<file path="src/rtl/panel_ctrl_if.sv">
// Front-panel signal bundle: raw buttons and counter feedback in, command pulses and run state out.
interface panel_ctrl_if;
    logic       btn_next;
    logic       btn_run;
    logic       btn_speedrun;
    logic       btn_halt;
    logic [7:0] count_in;
    logic       next_o;
    logic       run_o;
    logic       speedrun_o;
    logic       halt_o;
    logic [1:0] run_state;

    modport master (
        output btn_next, btn_run, btn_speedrun, btn_halt, count_in,
        input  next_o, run_o, speedrun_o, halt_o, run_state
    );

    modport slave (
        input  btn_next, btn_run, btn_speedrun, btn_halt, count_in,
        output next_o, run_o, speedrun_o, halt_o, run_state
    );
endinterface

</file>
<file path="src/rtl/panel_ctrl.sv">
// Front-panel run control: synchronise and debounce four buttons, arbitrate single-cycle
// commands (halt > next > run > speedrun), and track the counter's run state for the LEDs.
module panel_ctrl #(
    parameter int unsigned DEBOUNCE_CYCLES = 1_000_000
) (
    input  logic         clk,
    input  logic         rst,
    panel_ctrl_if.slave  pif
);
    localparam int unsigned HALT  = 0;
    localparam int unsigned NEXT  = 1;
    localparam int unsigned RUN   = 2;
    localparam int unsigned SPEED = 3;
    localparam logic [19:0] CNT_MAX = 20'(DEBOUNCE_CYCLES - 1);

    typedef enum logic [1:0] {
        STOPPED  = 2'b00,
        RUN_SLOW = 2'b01,
        RUN_FAST = 2'b10,
        STEPPING = 2'b11
    } state_t;

    logic [3:0]  btn;
    logic [3:0]  s1, s2, db, db_d, pend, pend_next;
    logic [3:0]  grant, clr, pulse;
    logic [19:0] cnt [4];
    logic [7:0]  count_prev;
    logic        chg;
    state_t      state, state_next;

    assign btn = {pif.btn_speedrun, pif.btn_run, pif.btn_next, pif.btn_halt};

    always_ff @(posedge clk) begin
        if (rst) begin
            s1         <= '0;
            s2         <= '0;
            db         <= '0;
            db_d       <= '0;
            pend       <= '0;
            pulse      <= '0;
            count_prev <= '0;
            chg        <= 1'b0;
            for (int unsigned i = 0; i < 4; i++) cnt[i] <= '0;
        end else begin
            s1   <= btn;
            s2   <= s1;
            db_d <= db;
            for (int unsigned i = 0; i < 4; i++) begin
                if (s2[i] == db[i]) begin
                    cnt[i] <= '0;
                end else if (cnt[i] == CNT_MAX) begin
                    db[i]  <= s2[i];
                    cnt[i] <= '0;
                end else begin
                    cnt[i] <= cnt[i] + 20'd1;
                end
            end
            pend       <= pend_next;
            pulse      <= grant;
            count_prev <= pif.count_in;
            chg        <= (pif.count_in != count_prev);
        end
    end

    // Arbiter; a granted halt also drops any queued run/speedrun, but keeps a queued step.
    always_comb begin
        grant = '0;
        if (pend[HALT])       grant[HALT]  = 1'b1;
        else if (pend[NEXT])  grant[NEXT]  = 1'b1;
        else if (pend[RUN])   grant[RUN]   = 1'b1;
        else if (pend[SPEED]) grant[SPEED] = 1'b1;
        clr = grant;
        if (grant[HALT]) begin
            clr[RUN]   = 1'b1;
            clr[SPEED] = 1'b1;
        end
        pend_next = (pend | (db & ~db_d)) & ~clr;
    end

    always_ff @(posedge clk) begin
        if (rst) state <= STOPPED;
        else     state <= state_next;
    end

    // Issued commands override a count change seen in the same cycle.
    always_comb begin
        state_next = state;
        if (grant[HALT])                   state_next = STOPPED;
        else if (grant[NEXT])              state_next = STEPPING;
        else if (grant[RUN])               state_next = RUN_SLOW;
        else if (grant[SPEED])             state_next = RUN_FAST;
        else if (state == STEPPING && chg) state_next = STOPPED;
    end

    assign pif.halt_o     = pulse[HALT];
    assign pif.next_o     = pulse[NEXT];
    assign pif.run_o      = pulse[RUN];
    assign pif.speedrun_o = pulse[SPEED];
    assign pif.run_state  = state;
endmodule

</file>
<file path="src/flat_wrapper.sv">
// flat-port wrapper written by rule: the top's interface ports become plain ports
module panel_ctrl_flat 
#(
    parameter int unsigned DEBOUNCE_CYCLES = 1_000_000
)
  (clk, rst, pif_btn_next, pif_btn_run, pif_btn_speedrun, pif_btn_halt, pif_count_in, pif_next_o, pif_run_o, pif_speedrun_o, pif_halt_o, pif_run_state);
  panel_ctrl_if pif_i ();
  input  logic clk;
  input  logic rst;
  input wire logic [$bits(pif_i.btn_next)-1:0] pif_btn_next;
  input wire logic [$bits(pif_i.btn_run)-1:0] pif_btn_run;
  input wire logic [$bits(pif_i.btn_speedrun)-1:0] pif_btn_speedrun;
  input wire logic [$bits(pif_i.btn_halt)-1:0] pif_btn_halt;
  input wire logic [$bits(pif_i.count_in)-1:0] pif_count_in;
  output wire logic [$bits(pif_i.next_o)-1:0] pif_next_o;
  output wire logic [$bits(pif_i.run_o)-1:0] pif_run_o;
  output wire logic [$bits(pif_i.speedrun_o)-1:0] pif_speedrun_o;
  output wire logic [$bits(pif_i.halt_o)-1:0] pif_halt_o;
  output wire logic [$bits(pif_i.run_state)-1:0] pif_run_state;
  assign pif_i.btn_next = pif_btn_next;
  assign pif_i.btn_run = pif_btn_run;
  assign pif_i.btn_speedrun = pif_btn_speedrun;
  assign pif_i.btn_halt = pif_btn_halt;
  assign pif_i.count_in = pif_count_in;
  assign pif_next_o = pif_i.next_o;
  assign pif_run_o = pif_i.run_o;
  assign pif_speedrun_o = pif_i.speedrun_o;
  assign pif_halt_o = pif_i.halt_o;
  assign pif_run_state = pif_i.run_state;
  panel_ctrl #(.DEBOUNCE_CYCLES(DEBOUNCE_CYCLES)) u_core (.clk(clk), .rst(rst), .pif(pif_i));
endmodule
</file>
<file path="config.mk">
export PLATFORM = sky130hd
export DESIGN_NAME = panel_ctrl_flat
export DESIGN_NICKNAME = d
export VERILOG_FILES = /design/src/rtl/panel_ctrl_if.sv /design/src/rtl/panel_ctrl.sv /design/src/flat_wrapper.sv
export SDC_FILE = /design/constraint.sdc
export NUM_CORES = 1
export LEC_CHECK = 0
export ABC_AREA = 1
export BUFFER_PORTS_ARGS = -buffer_cell sky130_fd_sc_hd__buf_2
export CORE_ASPECT_RATIO = 0.75
export CORE_UTILIZATION = 25
export DETAILED_ROUTE_END_ITERATION = 8
export GPL_ROUTABILITY_DRIVEN = 0
export PLACE_DENSITY_LB_ADDON = 0.15
export SLEW_MARGIN = 20
export SYNTH_ARGS = -nofsm -noshare
export SYNTH_HDL_FRONTEND = slang
export SYNTH_SLANG_ARGS = --single-unit
</file>
<file path="constraint.sdc">
create_clock -name clk -period 2.25 [get_ports clk]
set_input_delay 0.225 -clock clk [delete_from_list [all_inputs] [get_ports clk]]
set_output_delay 0.225 -clock clk [all_outputs]
set_load 0.05 [all_outputs]
</file>
## Word level (Yosys, flattened, before mapping)

Memories as Yosys holds them, arrays and structs flattened.
Cells that the tools add are included.

- Add/subtract/negate cells: 4
- Multiply operators: 0
- Div/mod/pow operators: 0
- Magnitude comparators: 0
- Equal/unequal tests: 10
- Shifts and indexed selects: 0
- Multiplexer cells: 70
- Bitwise gates (word level): 21
- Reduce and logical (&&, ||, !) cells: 7

Operators with widths:

| operator | number |
|---|---|
| 20-bit two-way mux | 12 |
| 20-bit by 1-bit adder with 20-bit output (second input constant) | 4 |
| 20-bit == test (second input constant) | 4 |
| 1-bit two-way mux | 51 |
| 2-bit two-way mux | 6 |
| 1-bit OR | 12 |
| 4-bit bitwise AND | 2 |
| 8-bit inequality test | 1 |
| 4-bit NOT | 2 |
| 2-bit AND reduction | 4 |
| 1-bit == test | 4 |
| 1-bit NOT | 4 |
| 4-bit OR | 1 |
| 4-bit nonzero test | 1 |
| 3-bit two-way mux | 1 |
| 2-bit == test (second input constant) | 1 |
| 2-bit OR reduction | 1 |
| 1-bit logical AND | 1 |

- Bits in registers: 35
- Bits in latches: 0
- RAM bits: 80
- Memory bits (read-only): 0
- Input bits: 14
- Memories: 1

Memories:

| name | depth | bits a word | rd ports | clocked after memory_dff | write ports | line | text |
|---|---|---|---|---|---|---|---|
| u_core.cnt | 4 | 20 | 4 | 0 | 4 | panel_ctrl.sv:26 | `logic [19:0] cnt [4];` |

## Longest topological paths before layout

Gate-level depths: netlist of run 1.

- Depth after elaboration: 7
- Gate-level depth with buffers: 9

## Worst setup path before layout of run 1

No wires, ideal clock.

- Path type: register -> register
- Start: memory u_core.cnt[2][0]
- End: memory u_core.cnt[2][11] (data pin)
- Arrival: 1.352 ns
- Setup slack: 0.643 ns
- Stages on the path, launching flop included: 8
- Buffers on the path: 1
- Cells stage by stage: edfxtp_1 -> ha_1 -> nand3_2 -> nor2_2 -> nand3_2 -> o21ai_4 -> buf_12 -> nor2_2

RTL lines:

| what | line |
|---|---|
| start: declaration | panel_ctrl.sv:26 |

==> results of run 1 <==
[cell usage in the layout (no fill, tap or decap), types with 3 or more instances in the layout]
cell type    n
nand4_1     12
clkbuf_16   17
o21bai_1     3
a21oi_1     33
dfxtp_1     35
conb_1      80
nand2_1    186
xor2_1      24
nor3_1       6
nor2_2      16
buf_4        6
edfxtp_1    80
inv_1       77
or2_0        4
nand3_1     42
buf_2       19
xnor2_1     17
nor2_1     183
or2_2        6
o21ai_0     13
bufinv_16    5
nand3_2      4
ha_1         4
[flip-flops by register name, indices dropped and copies added (netlist names)]
register and cells:
u_core.pulse 4, u_core.s2 4, u_core.pif.run_state 2, u_core.cnt 80, u_core.db_d 4, u_core.chg 1, u_core.db 4, u_core.count_prev 8
u_core.s1 4, u_core.pend 4
[where the power goes]
group / switching [W] / total [W] / internal, W / leakage [nW]
logic: 0.000135 / 0.000212 / 0.0000772 / 1.49
registers: 0.0000775 / 0.00242 / 0.00234 / 1.11
clock network: 0.00100 / 0.00296 / 0.00196 / 0.306
total: 0.00122 / 0.00559 / 0.00438 / 2.91
[metrics by stage]
| stage | hold slack [ns] | setup WS (ns) | utilization |
|---|---|---|---|
| after CTS | 0.003607 | 0.3286 | 0.3136 |
| after global routing | 0.02730 | 0.1243 | 0.3136 |
| final | 0.02250 | 0.3556 | 0.3136 |
| after detailed placement | 0.3821 | 0.3443 | 0.2866 |
| after global placement | 0.3801 | 0.3583 | 0.2866 |
| after floorplan | 0.3320 | 0.6430 | - |
[cell usage after synthesis, drive strengths merged, types with 6 or more instances]
library cell,count,share of area
nor2,199,0.13
nand2,186,0.11
edfxtp,80,0.39
inv,78,0.048
nand3,46,0.041
dfxtp,35,0.11
a21oi,33,0.027
xor2,24,0.034
xnor2,17,0.024
o21ai,15,0.014
nand4,12,0.012
or2,10,0.010
buf,8,0.011
nor3,6,0.0049
[cell families after synthesis]
kind of cell | after synthesis
compound gates | 53
xor+xnor | 41
fa+ha+maj | 4
buf+inv | 88
flops | 115
other cells | 1
simple gates | 462
[worst max-delay path, stage by stage (launching register included)]
cell      delay, ns
edfxtp_1       0.43
ha_1           0.30
nand3_1        0.19
nor2_2         0.19
nand3_1        0.16
nand2_1        0.11
buf_4          0.18
a21oi_1        0.06
[worst min path at each step]
stage,slack (ns),end,from
3_5_place_dp,0.38,u_core.pend[0],u_core.db_d[0]
6_report,0.02,u_core.s1[2],pif_btn_run
3_3_place_gp,0.38,u_core.pend[0],u_core.db_d[0]
4_1_cts,0.004,u_core.s1[2],pif_btn_run
2_1_floorplan,0.33,u_core.count_prev[3],pif_count_in[3]
5_1_grt,0.03,u_core.s1[3],pif_btn_speedrun
[per-layer routing]
layer  share of wire  routed length [um]
met5               0                   0
met4           0.013                 163
met3           0.042                 537
met2            0.35                4515
met1            0.59                7618
[area by class of cell]
cell class              instances  share of cell area
flip-flops and latches        115              0.4127
clock inverters                14             0.02779
inverters                      78             0.03894
well taps                     331             0.05508
multi-input cells             640              0.3884
clock buffers                  18             0.05708
repair buffers                 26             0.01997
==> tab_implementation.tex, run 1 <==
\begin{tabular}{lr}
\hline
Metric & Value \\
\hline
\multicolumn{2}{l}{\textbf{Status}} \\
\quad Outcome & finished clean \\
\multicolumn{2}{l}{\textbf{Synthesis}} \\
\quad Simple-Gate Fraction of Synth Area & 0.3154 \\
\quad Adder-Cell Fraction of Synth Area & 0.008208 \\
\quad Number of register bits inferred by synthesis & 115 \\
\quad Xor-xnor portion of the synthesized cell area & 0.05890 \\
\quad Count of unique library cells instantiated by Yosys & 31 \\
\quad Gate count after technology mapping & 764 \\
\quad Most common flop cell mapped by yosys & edfxtp\_1 \\
\quad Fraction of the mapped netlist area in compound gates & 0.04720 \\
\quad Multiplexer fraction of the synthesized cell area & 0 \\
\quad Post-synth EDFFs & 80 \\
\quad Synthesis Warnings & 0 \\
\quad Asr flop ratio synth & 0 \\
\quad Post-synthesis sequential area ratio & 0.5089 \\
\quad Largest family of logic cells by synthesized area & simple AND/OR/NAND/NOR gates \\
\quad Post-synth design cell area & 0.006097 mm2 \\
\quad Mean instance size in the synthesized netlist & 7.980 um2 \\
\multicolumn{2}{l}{\textbf{Floorplan}} \\
\quad Die Span Y & 137.2 um \\
\quad Number of primary I/O pins & 20 \\
\quad Area of the core & 0.02397 mm2 \\
\quad Full die area & 0.02502 mm2 \\
\quad Width of the die & 182.3 um \\
\quad Num rows & 49 \\
\quad Initial core utilization & 0.2543 \\
\multicolumn{2}{l}{\textbf{Timing}} \\
\quad Final setup violation count & 0 \\
\quad Worst clock skew & 0.009660 ns \\
\quad Final count of hold timing violations & 0 \\
\quad Final critical-path share of the clock period & 0.8419 \\
\quad Unrepaired setup endpoints after global routing & no \\
\quad Total negative slack for setup checks & 0 ns \\
\quad Post-layout minimum cycle time & 1.894 ns \\
\quad Total count of max-transition violations in the final report & 0 \\
\quad Fmax achieved & 0.5279 GHz \\
\multicolumn{2}{l}{\textbf{Clock network}} \\
\quad Skew-Pair Late Insertion Delay & 0.41 ns \\
\quad CTS H-Tree Depth & 4 \\
\quad TritonCTS clock tree & done \\
\quad Number of buffers added to fix hold violations after cts & 1 \\
\quad Inserted Clock Buffers & 17 \\
\quad Clk Tree Root Cell & clkbuf\_16 \\
\quad Total setup buffers inserted after CTS & 0 \\
\quad Max Root-Sink Buffers & 2 \\
\quad Clock sink total & 115 \\
\quad CTS resizes & 0 \\
\quad Clock slew at the register clock pins of the worst setup and hold paths & 0.06 ns \\
\multicolumn{2}{l}{\textbf{Route}} \\
\quad Post-route DRC violation count & 0 \\
\quad DR iter-0 viols & 272 \\
\quad Number of optimization iterations in the first detailed-route pass & 4 \\
\quad Remaining antenna violation count & 0 \\
\quad Routed Wire Length & 12840 um \\
\quad Count of vias placed by the detailed router & 4748 \\
\quad Via density per instance & 3.885 \\
\quad Avg WL per Cell & 10.50 um \\
\multicolumn{2}{l}{\textbf{Setup path}} \\
\quad Worst setup endpoint & u\_core.cnt[1][15] \\
\quad Max FO, Critical Path & 11 \\
\quad Launch point of the worst reg-to-reg path & u\_core.cnt[1][0] \\
\quad Reg-to-reg endpoint & u\_core.cnt[1][15] \\
\quad Data required time at the worst endpoint & 2.40 ns \\
\quad R2r setup slk & 0.36 ns \\
\quad Worst-case reg-to-reg path depth & 7 \\
\quad Worst path arrival time & 2.05 ns \\
\quad Worst Path Class, Setup & register to register \\
\quad Beginning of the critical path & u\_core.cnt[1][0] \\
\quad Category of the worst setup path capture point & register \\
\quad CP startpoint kind & register \\
\multicolumn{2}{l}{\textbf{GRT}} \\
\quad Met2 layer usage reported by global route & 0.1428 \\
\quad Met3 routing resource usage after global routing & 0.03066 \\
\quad Global routing usage summed across all routing layers & 0.1111 \\
\quad Pin count of the biggest net entering global routing & 24 \\
\quad Wire length of the first global-routing pass & 21620 um \\
\quad Number of global-route vias before repair & 4389 \\
\quad Fraction of met1 tracks used by global routing & 0.1713 \\
\quad Antenna violations before repair & 0 \\
\quad Busiest grt layer & met1 \\
\quad Congestion Overflow GR & 0 \\
\multicolumn{2}{l}{\textbf{Power}} \\
\quad Total power consumption of the routed design & 0.005594 W \\
\quad Power per unit of standard cell area & 744.1 mW/mm2 \\
\quad VDD IR max & 0.4880 mV \\
\quad Leakage component of the power & 2.909 nW \\
\multicolumn{2}{l}{\textbf{Worst hold path}} \\
\quad Cells on Worst Hold Path & 3 \\
\quad Kind of path behind the tightest hold check & input port to register \\
\multicolumn{2}{l}{\textbf{Placed design}} \\
\quad Port-buffer cells & 19 \\
\quad Detailed Place HPWL & 9591 um \\
\quad Number of cells in the design after placement & 1189 \\
\quad Instance area at placement & 0.006870 mm2 \\
\multicolumn{2}{l}{\textbf{Cells and area}} \\
\quad Multi-input logic area & 0.002920 mm2 \\
\quad Layout cell share with drive strength beyond 1 & 0.09203 \\
\quad Seq. cell area & 0.003103 mm2 \\
\quad Post-layout nets & 896 \\
\quad Number of filler cells placed in the layout & 2595 \\
\quad Number of antenna repair diodes & 0 \\
\quad Area of all placed cells without fillers & 0.007518 mm2 \\
\quad Final non-filler cell total & 1222 \\
\quad Synth-to-layout area growth & 23.31\% \\
\multicolumn{2}{l}{\textbf{Run}} \\
\quad Number of max-cap violations & 0 \\
\hline
\end{tabular}
Power figures use the tool's default switching activity.
==> run 2: changes to the inputs <==
==> constraint.sdc (replaced) <==
create_clock -name clk -period 1.62 [get_ports clk]
set_input_delay 0.162 -clock clk [delete_from_list [all_inputs] [get_ports clk]]
set_output_delay 0.162 -clock clk [all_outputs]
set_load 0.05 [all_outputs]
==> run 2 against run 1 <==
Cell area is 9.0% higher. Non-clock buffer count is 64 higher. Critical endpoint is now u_core.cnt[2][13]. Routed wire length is 5.5% higher. Sequential share of layout area is 3.4 points lower. Worst setup slack worse by 0.28 ns. Worst hold slack better by 0.062 ns. Total power is 38% higher. First-iteration DRC count stayed put. Via count is 6.3% higher. Clock skew is 0.0036 ns higher. Final cell count is 5.2% higher. Clock power is 34% higher. Largest cell class unchanged.
==> tab_implementation.tex, run 2 (synthesized netlist as in run 1, its figures left out) <==
\begin{tabular}{lr}
\hline
Metric & Value \\
\hline
\multicolumn{2}{l}{\textbf{GRT}} \\
\quad Congestion Overflow GR & 0 (unchanged) \\
\quad Global routing usage summed across all routing layers & 0.1147 (+0.003655) \\
\quad Antenna violations before repair & 0 (unchanged) \\
\quad Number of global-route vias before repair & 4507 (+2.7\%) \\
\quad Wire length of the first global-routing pass & 22260 um (+2.9\%) \\
\quad Pin count of the biggest net entering global routing & 24 (unchanged) \\
\multicolumn{2}{l}{\textbf{Cells and area}} \\
\quad Post-layout nets & 960 (+7.1\%) \\
\quad Biggest registers after layout & u\_core.cnt: 80 flops, u\_core.count\_prev: 8 flops \\
\quad Area of all placed cells without fillers & 0.008192 mm2 (+9.0\%) \\
\quad Number of antenna repair diodes & 0 (unchanged) \\
\quad Layout cell share with drive strength beyond 1 & 0.1602 (+0.06818) \\
\quad Most common library cell in the layout ignoring fill and taps & nand2\_1 \\
\quad Number of flip-flops in the largest register & 80 (unchanged) \\
\quad Most frequent cells in the layout & nand2\_1 (182), nor2\_1 (178), edfxtp\_1 (80), conb\_1 (80), inv\_1 (76) \\
\quad Top register by number of flip-flops & u\_core.cnt \\
\quad Synth-to-layout area growth & 34.35\% \\
\multicolumn{2}{l}{\textbf{Timing}} \\
\quad Unrepaired setup endpoints after global routing & yes \\
\quad Final count of hold timing violations & 0 (unchanged) \\
\quad Final setup violation count & 0 (unchanged) \\
\quad Worst clock skew & 0.01322 ns (+0.003562 ns) \\
\quad Fmax achieved & 0.6474 GHz (+23\%) \\
\quad Post-layout minimum cycle time & 1.545 ns (-0.3496 ns) \\
\quad Total negative slack for setup checks & 0 ns (unchanged) \\
\quad Total count of max-transition violations in the final report & 0 (unchanged) \\
\quad Final critical-path share of the clock period & 0.9535 (+0.1116) \\
\quad Worst-case hold slack & 0.08446 ns (+0.06196 ns) \\
\multicolumn{2}{l}{\textbf{Clock network}} \\
\quad Skew-Pair Late Insertion Delay & 0.42 ns (about the same) \\
\quad CTS H-Tree Depth & 4 (unchanged) \\
\quad Max Root-Sink Buffers & 2 (unchanged) \\
\quad Clock slew at the register clock pins of the worst setup and hold paths & 0.06 ns (about the same) \\
\quad TritonCTS clock tree & done \\
\quad Inserted Clock Buffers & 17 (unchanged) \\
\quad Clk Tree Root Cell & clkbuf\_16 \\
\quad Clock sink total & 115 (unchanged) \\
\multicolumn{2}{l}{\textbf{Power}} \\
\quad Proportion of power drawn by the clock network & 0.514 (-0.016) \\
\quad VDD IR max & 0.5296 mV (+8.5\%) \\
\quad Power per unit of standard cell area & 944.1 mW/mm2 (+27\%) \\
\quad Power Internal & 0.006071 W (+39\%) \\
\quad Fraction of power spent switching nets & 0.2150 (-0.002310) \\
\quad Reg power frac & 0.432 (about the same) \\
\quad Total power consumption of the routed design & 0.007734 W (+38\%) \\
\quad Logic pwr share & 0.054 (+0.016) \\
\quad Leakage component of the power & 3.260 nW (+12\%) \\
\quad Sw power & 0.001663 W (+37\%) \\
\multicolumn{2}{l}{\textbf{Placed design}} \\
\quad Port-buffer cells & 19 (unchanged) \\
\quad Detailed Place HPWL & 10080 um (+5.1\%) \\
\quad Instance area at placement & 0.007208 mm2 (+4.9\%) \\
\multicolumn{2}{l}{\textbf{Worst hold path}} \\
\quad Kind of path behind the tightest hold check & input port to register \\
\quad Startpoint of the worst hold path & rst \\
\quad Cells on Worst Hold Path & 4 (+1) \\
\quad Hold-critical path endpoint & u\_core.db[3] \\
\multicolumn{2}{l}{\textbf{Run}} \\
\quad Number of max-cap violations & 0 (unchanged) \\
\multicolumn{2}{l}{\textbf{Route}} \\
\quad Remaining antenna violation count & 0 (unchanged) \\
\quad Via density per instance & 3.925 (+1.0\%) \\
\quad Post-route DRC violation count & 0 (unchanged) \\
\quad Number of optimization iterations in the first detailed-route pass & 4 (unchanged) \\
\quad Routed Wire Length & 13540 um (+5.5\%) \\
\quad Count of vias placed by the detailed router & 5047 (+6.3\%) \\
\quad DR iter-0 viols & 272 (unchanged) \\
\quad Avg WL per Cell & 10.53 um (+0.26\%) \\
\multicolumn{2}{l}{\textbf{Setup path}} \\
\quad Beginning of the critical path & u\_core.cnt[2][1] \\
\quad Worst Path Class, Setup & register to register \\
\quad Launch point of the worst reg-to-reg path & u\_core.cnt[2][1] \\
\quad Category of the worst setup path capture point & register \\
\quad Worst-case reg-to-reg path depth & 7 (unchanged) \\
\quad Reg-to-reg endpoint & u\_core.cnt[2][13] \\
\quad Data required time at the worst endpoint & 1.78 ns (-0.62 ns) \\
\quad CP startpoint kind & register \\
\quad Worst path arrival time & 1.70 ns (-0.35 ns) \\
\quad R2r setup slk & 0.08 ns (-0.28 ns) \\
\quad Max FO, Critical Path & 18 (+7) \\
\multicolumn{2}{l}{\textbf{Floorplan}} \\
\quad Number of primary I/O pins & 20 (unchanged) \\
\quad Area of the core & 0.02397 mm2 (unchanged) \\
\quad Initial core utilization & 0.2543 (unchanged) \\
\quad Num rows & 49 (unchanged) \\
\quad Full die area & 0.02502 mm2 (unchanged) \\
\quad Die Span Y & 137.2 um (unchanged) \\
\quad Width of the die & 182.3 um (unchanged) \\
\multicolumn{2}{l}{\textbf{Status}} \\
\quad Outcome & finished clean \\
\hline
\end{tabular}
-- run 2: how the worst max path moves through the flow --
stage and end:
2_1_floorplan u_core.cnt[2][11], 3_3_place_gp u_core.cnt[3][10], 3_5_place_dp u_core.cnt[1][19], 4_1_cts u_core.cnt[3][14], 5_1_grt u_core.cnt[2][18], 6_report u_core.cnt[2][13]
-- run 2: critical path, cell delays in order, from the launching register on --
cell	delay, ns
edfxtp_1	0.36
ha_2	0.22
nand3_4	0.10
nor2_2	0.11
nand3_2	0.10
o21ai_4	0.16
buf_12	0.19
a21oi_1	0.06
-- run 2: layer usage --
layer	global-route usage	vias up	share of wire
li1	-	2740	-
met2	0.1499	54	0.38
met5	0	-	0
met1	0.1753	2246	0.58
met3	0.03146	7	0.038
met4	0.04062	0	0.0065
-- run 2: area by class of cell --
type | count | area [um2]
Tap cell | 331 | 414.1
Inverter | 78 | 292.8
Multi-Input combinational cell | 640 | 3015
Clock buffer | 29 | 628.1
Sequential cell | 115 | 3103
Timing Repair Buffer | 90 | 720.7
Clock inverter | 3 | 17.52
Fill cell | 2580 | 15780
-- run 2: power by group through the flow --
stage	Combinational (W)	Clock, W	Sequential [W]
4_1_cts	0.000384	0.00410	0.00334
3_3_place_gp	0.000363	0	0.00340
3_5_place_dp	0.000358	0	0.00340
5_1_grt	0.000476	0.00423	0.00336
2_1_floorplan	0.000233	0	0.00338
6_report	0.000414	0.00398	0.00334
-- run 2: stage by stage --
stage,instances,worst slack (ns),util
2_1_floorplan,843,0.01304,-
3_3_place_gp,1229,0.02888,0.3007
3_5_place_dp,1229,-0.04806,0.3007
4_1_cts,1275,0.01151,0.3336
5_1_grt,1286,-0.03670,0.3417
6_report,1286,0.07527,0.3417
-- run 2: timing repair --
| action | in CTS | in global routing |
|---|---|---|
| cloned | 0 | 1 |
| resized for setup | 2 | 25 |
| hold endpoints to repair | 12 | 0 |
| pin swaps | 1 | 3 |
| setup buffers | 2 | 10 |
| setup endpoints to repair | 40 | 80 |
| hold buffers | 12 | 0 |
==> run 3: changes to the inputs <==
--- a/config.mk
+++ b/config.mk
@@ -8,7 +8,7 @@
 export ABC_AREA = 1
 export BUFFER_PORTS_ARGS = -buffer_cell sky130_fd_sc_hd__buf_2
 export CORE_ASPECT_RATIO = 0.75
-export CORE_UTILIZATION = 25
+export CORE_UTILIZATION = 30
 export DETAILED_ROUTE_END_ITERATION = 8
 export GPL_ROUTABILITY_DRIVEN = 0
 export PLACE_DENSITY_LB_ADDON = 0.15
==> run 3 against run 2 <==
The flow now finishes with violations (DRC). Worst hold slack hardly changed. Combinational power is 3% higher. Global-route usage is 1.8 points higher. Non-clock buffer count is 1 higher. Register-to-register slack worse by 0.02 ns. Die area is 16% lower. Maximum frequency is 1.4% lower. Clock skew is 0.0039 ns lower. Critical path depth stayed put. First-iteration DRC count is 4.8% higher. Clock power hardly changed. Critical path type unchanged.
==> tab_implementation.tex, run 3 (synthesized netlist as in run 1, its figures left out) <==
\begin{tabular}{lr}
\hline
Metric & Value \\
\hline
\multicolumn{2}{l}{\textbf{Power}} \\
\quad Sw power & 0.001671 W (+0.48\%) \\
\quad Logic pwr share & 0.055 (about the same) \\
\quad Leakage component of the power & 3.268 nW (+0.24\%) \\
\quad Total power consumption of the routed design & 0.007777 W (+0.56\%) \\
\quad Reg power frac & 0.430 (-0.002) \\
\quad Proportion of power drawn by the clock network & 0.516 (+0.002) \\
\quad Fraction of power spent switching nets & 0.2148 (about the same) \\
\quad Power per unit of standard cell area & 950.7 mW/mm2 (+0.70\%) \\
\quad VDD IR max & 0.4557 mV (-14\%) \\
\quad Power Internal & 0.006106 W (+0.58\%) \\
\multicolumn{2}{l}{\textbf{GRT}} \\
\quad Met3 routing resource usage after global routing & 0.03007 (-0.001384) \\
\quad Global routing usage summed across all routing layers & 0.1330 (+0.01824) \\
\quad Wire length of the first global-routing pass & 22070 um (-0.87\%) \\
\quad Pin count of the biggest net entering global routing & 24 (unchanged) \\
\quad Busiest grt layer & met1 \\
\quad Fraction of met1 tracks used by global routing & 0.1986 (+0.02335) \\
\quad Number of global-route vias before repair & 4634 (+2.8\%) \\
\quad Congestion Overflow GR & 0 (unchanged) \\
\quad Met2 layer usage reported by global route & 0.1782 (+0.02835) \\
\quad Antenna violations before repair & 0 (unchanged) \\
\multicolumn{2}{l}{\textbf{Route}} \\
\quad DR iter-0 viols & 285 (+4.8\%) \\
\quad Remaining antenna violation count & 0 (unchanged) \\
\quad Count of vias placed by the detailed router & 5016 (-0.61\%) \\
\quad Number of optimization iterations in the first detailed-route pass & 8 (+4) \\
\quad Via density per instance & 4.149 (+5.7\%) \\
\quad Routed Wire Length & 13250 um (-2.1\%) \\
\quad Post-route DRC violation count & 1 (+1) \\
\quad Avg WL per Cell & 10.96 um (+4.1\%) \\
\multicolumn{2}{l}{\textbf{Floorplan}} \\
\quad Width of the die & 166.6 um (-8.6\%) \\
\quad Full die area & 0.02090 mm2 (-16\%) \\
\quad Initial core utilization & 0.3102 (+0.05588) \\
\quad Num rows & 44 (-10\%) \\
\quad Number of primary I/O pins & 20 (unchanged) \\
\quad Area of the core & 0.01965 mm2 (-18\%) \\
\quad Die Span Y & 125.5 um (-8.6\%) \\
\multicolumn{2}{l}{\textbf{Cells and area}} \\
\quad Biggest registers after layout & u\_core.cnt: 80 flops, u\_core.count\_prev: 8 flops \\
\quad Layout cell share with drive strength beyond 1 & 0.1820 (+0.02180) \\
\quad Top register by number of flip-flops & u\_core.cnt \\
\quad Most common library cell in the layout ignoring fill and taps & nand2\_1 \\
\quad Seq. cell area & 0.003103 mm2 (unchanged) \\
\quad Number of flip-flops in the largest register & 80 (unchanged) \\
\quad Most frequent cells in the layout & nand2\_1 (181), nor2\_1 (168), edfxtp\_1 (80), conb\_1 (80), inv\_1 (75) \\
\quad Post-layout nets & 961 (+0.10\%) \\
\quad Number of antenna repair diodes & 0 (unchanged) \\
\quad Synth-to-layout area growth & 34.17\% \\
\quad Multi-input logic area & 0.003085 mm2 (+2.3\%) \\
\quad Core Util, Final & 0.4162 (+0.07450) \\
\quad Number of filler cells placed in the layout & 2021 (-22\%) \\
\multicolumn{2}{l}{\textbf{Setup path}} \\
\quad Category of the worst setup path capture point & register \\
\quad R2r setup slk & 0.05 ns (-0.02 ns) \\
\quad Max FO, Critical Path & 9 (-9) \\
\quad Worst Path Class, Setup & register to register \\
\quad Reg-to-reg endpoint & u\_core.cnt[2][9] \\
\quad Launch point of the worst reg-to-reg path & u\_core.cnt[2][1] \\
\quad Data required time at the worst endpoint & 1.79 ns (about the same) \\
\quad Worst path arrival time & 1.73 ns (+0.03 ns) \\
\quad Beginning of the critical path & u\_core.cnt[2][1] \\
\quad Worst-case reg-to-reg path depth & 7 (unchanged) \\
\quad CP startpoint kind & register \\
\multicolumn{2}{l}{\textbf{Clock network}} \\
\quad Clk Tree Root Cell & clkbuf\_16 \\
\quad Clock sink total & 115 (unchanged) \\
\quad Max Root-Sink Buffers & 2 (unchanged) \\
\quad CTS H-Tree Depth & 4 (unchanged) \\
\quad Skew-Pair Late Insertion Delay & 0.41 ns (about the same) \\
\quad Inserted Clock Buffers & 17 (unchanged) \\
\quad TritonCTS clock tree & done \\
\quad Clock slew at the register clock pins of the worst setup and hold paths & 0.05 ns (about the same) \\
\multicolumn{2}{l}{\textbf{Timing}} \\
\quad Worst clock skew & 0.009325 ns (-0.003898 ns) \\
\quad Total count of max-transition violations in the final report & 0 (unchanged) \\
\quad PnR worst setup slack & 0.05293 ns (-0.02234 ns) \\
\quad Final critical-path share of the clock period & 0.9673 (+0.01379) \\
\quad Post-layout minimum cycle time & 1.567 ns (+0.02234 ns) \\
\quad Unrepaired setup endpoints after global routing & yes \\
\quad Fmax achieved & 0.6381 GHz (-1.4\%) \\
\quad Final count of hold timing violations & 0 (unchanged) \\
\quad Final setup violation count & 0 (unchanged) \\
\multicolumn{2}{l}{\textbf{Worst hold path}} \\
\quad Kind of path behind the tightest hold check & input port to register \\
\quad Startpoint of the worst hold path & rst \\
\quad Cells on Worst Hold Path & 4 (unchanged) \\
\quad Hold-critical path endpoint & u\_core.db[2] \\
\multicolumn{2}{l}{\textbf{Status}} \\
\quad Failing checks & DRC \\
\quad Outcome & complete, but fails checks \\
\multicolumn{2}{l}{\textbf{Placed design}} \\
\quad Port-buffer cells & 19 (unchanged) \\
\quad Detailed Place HPWL & 9515 um (-5.6\%) \\
\quad Pre-CTS WS & -0.009841 ns (+0.03822 ns) \\
\multicolumn{2}{l}{\textbf{Run}} \\
\quad Number of max-cap violations & 0 (unchanged) \\
\hline
\end{tabular}
## run 3: cell types whose count changed in the layout (fill, tap and decap cells not counted), sizes merged
cell	before	now
clkinv	1	4
inv	80	79
bufinv	0	2
clkbuf	30	27
## run 3: worst max path at each step
stage	end	slack, ns	cells past startpoint
after floorplan	u_core.cnt[2][11]	0.01	7
after global placement	u_core.cnt[1][15]	-0.05	7
after detailed placement	u_core.cnt[1][15]	-0.01	7
after CTS	u_core.cnt[1][15]	0.01	7
after global routing	u_core.cnt[3][19]	-0.05	7
final	u_core.cnt[2][9]	0.05	7
## run 3: cell type report
| type | instances | area share |
|---|---|---|
| sequential | 115 | 0.3793 |
| multi-input combinational | 640 | 0.3772 |
| timing repair buffer | 91 | 0.09116 |
| clock buffer | 25 | 0.06730 |
| tap | 253 | 0.03870 |
| inverter | 78 | 0.03579 |
| clock inverter | 7 | 0.01055 |
## run 3: power by group through the flow
stage	Clock, W	Combinational (W)	Sequential, W
floorplan	0	0.000233	0.00338
global placement	0	0.000364	0.00340
detailed placement	0	0.000360	0.00340
CTS	0.00411	0.000384	0.00334
global route	0.00422	0.000489	0.00336
finish	0.00401	0.000425	0.00334
## run 3: metrics by stage
step | hold WS (ns) | setup TNS (ns) | instances | instance area (um2)
6_report | 0.08421 | 0 | 1209 | 8180
3_5_place_dp | 0.3826 | -0.02823 | 1151 | 7111
2_1_floorplan | 0.2690 | 0 | 843 | 6394
4_1_cts | 0.07489 | 0 | 1196 | 7875
5_1_grt | 0.1066 | -1.149 | 1209 | 8180
3_3_place_gp | 0.3789 | -0.6629 | 1151 | 7111
## run 3: what timing repair did
action,in CTS,in global routing
buffers inserted,1,10
gates cloned,0,3
setup endpoints to repair,9,70
gates resized for setup,0,48
pin swaps,1,10
hold endpoints to repair,12,0
hold buffers,12,0
## run 3: critical path, stage by stage, from the launching register on
cell	delay (ns)
edfxtp_1	0.35
ha_2	0.21
nand3_4	0.09
nor2_2	0.11
nand3_2	0.10
o21ai_4	0.20
clkbuf_16	0.21
nor2_2	0.04
## run 3: layer usage
layer / vias up / wire length (um) / part of all wire
met2: 68 / 5138 / 0.39
met1: 2200 / 7539 / 0.57
met3: 14 / 401 / 0.030
met5: - / 0 / 0
li1: 2734 / - / -
met4: 0 / 172 / 0.013
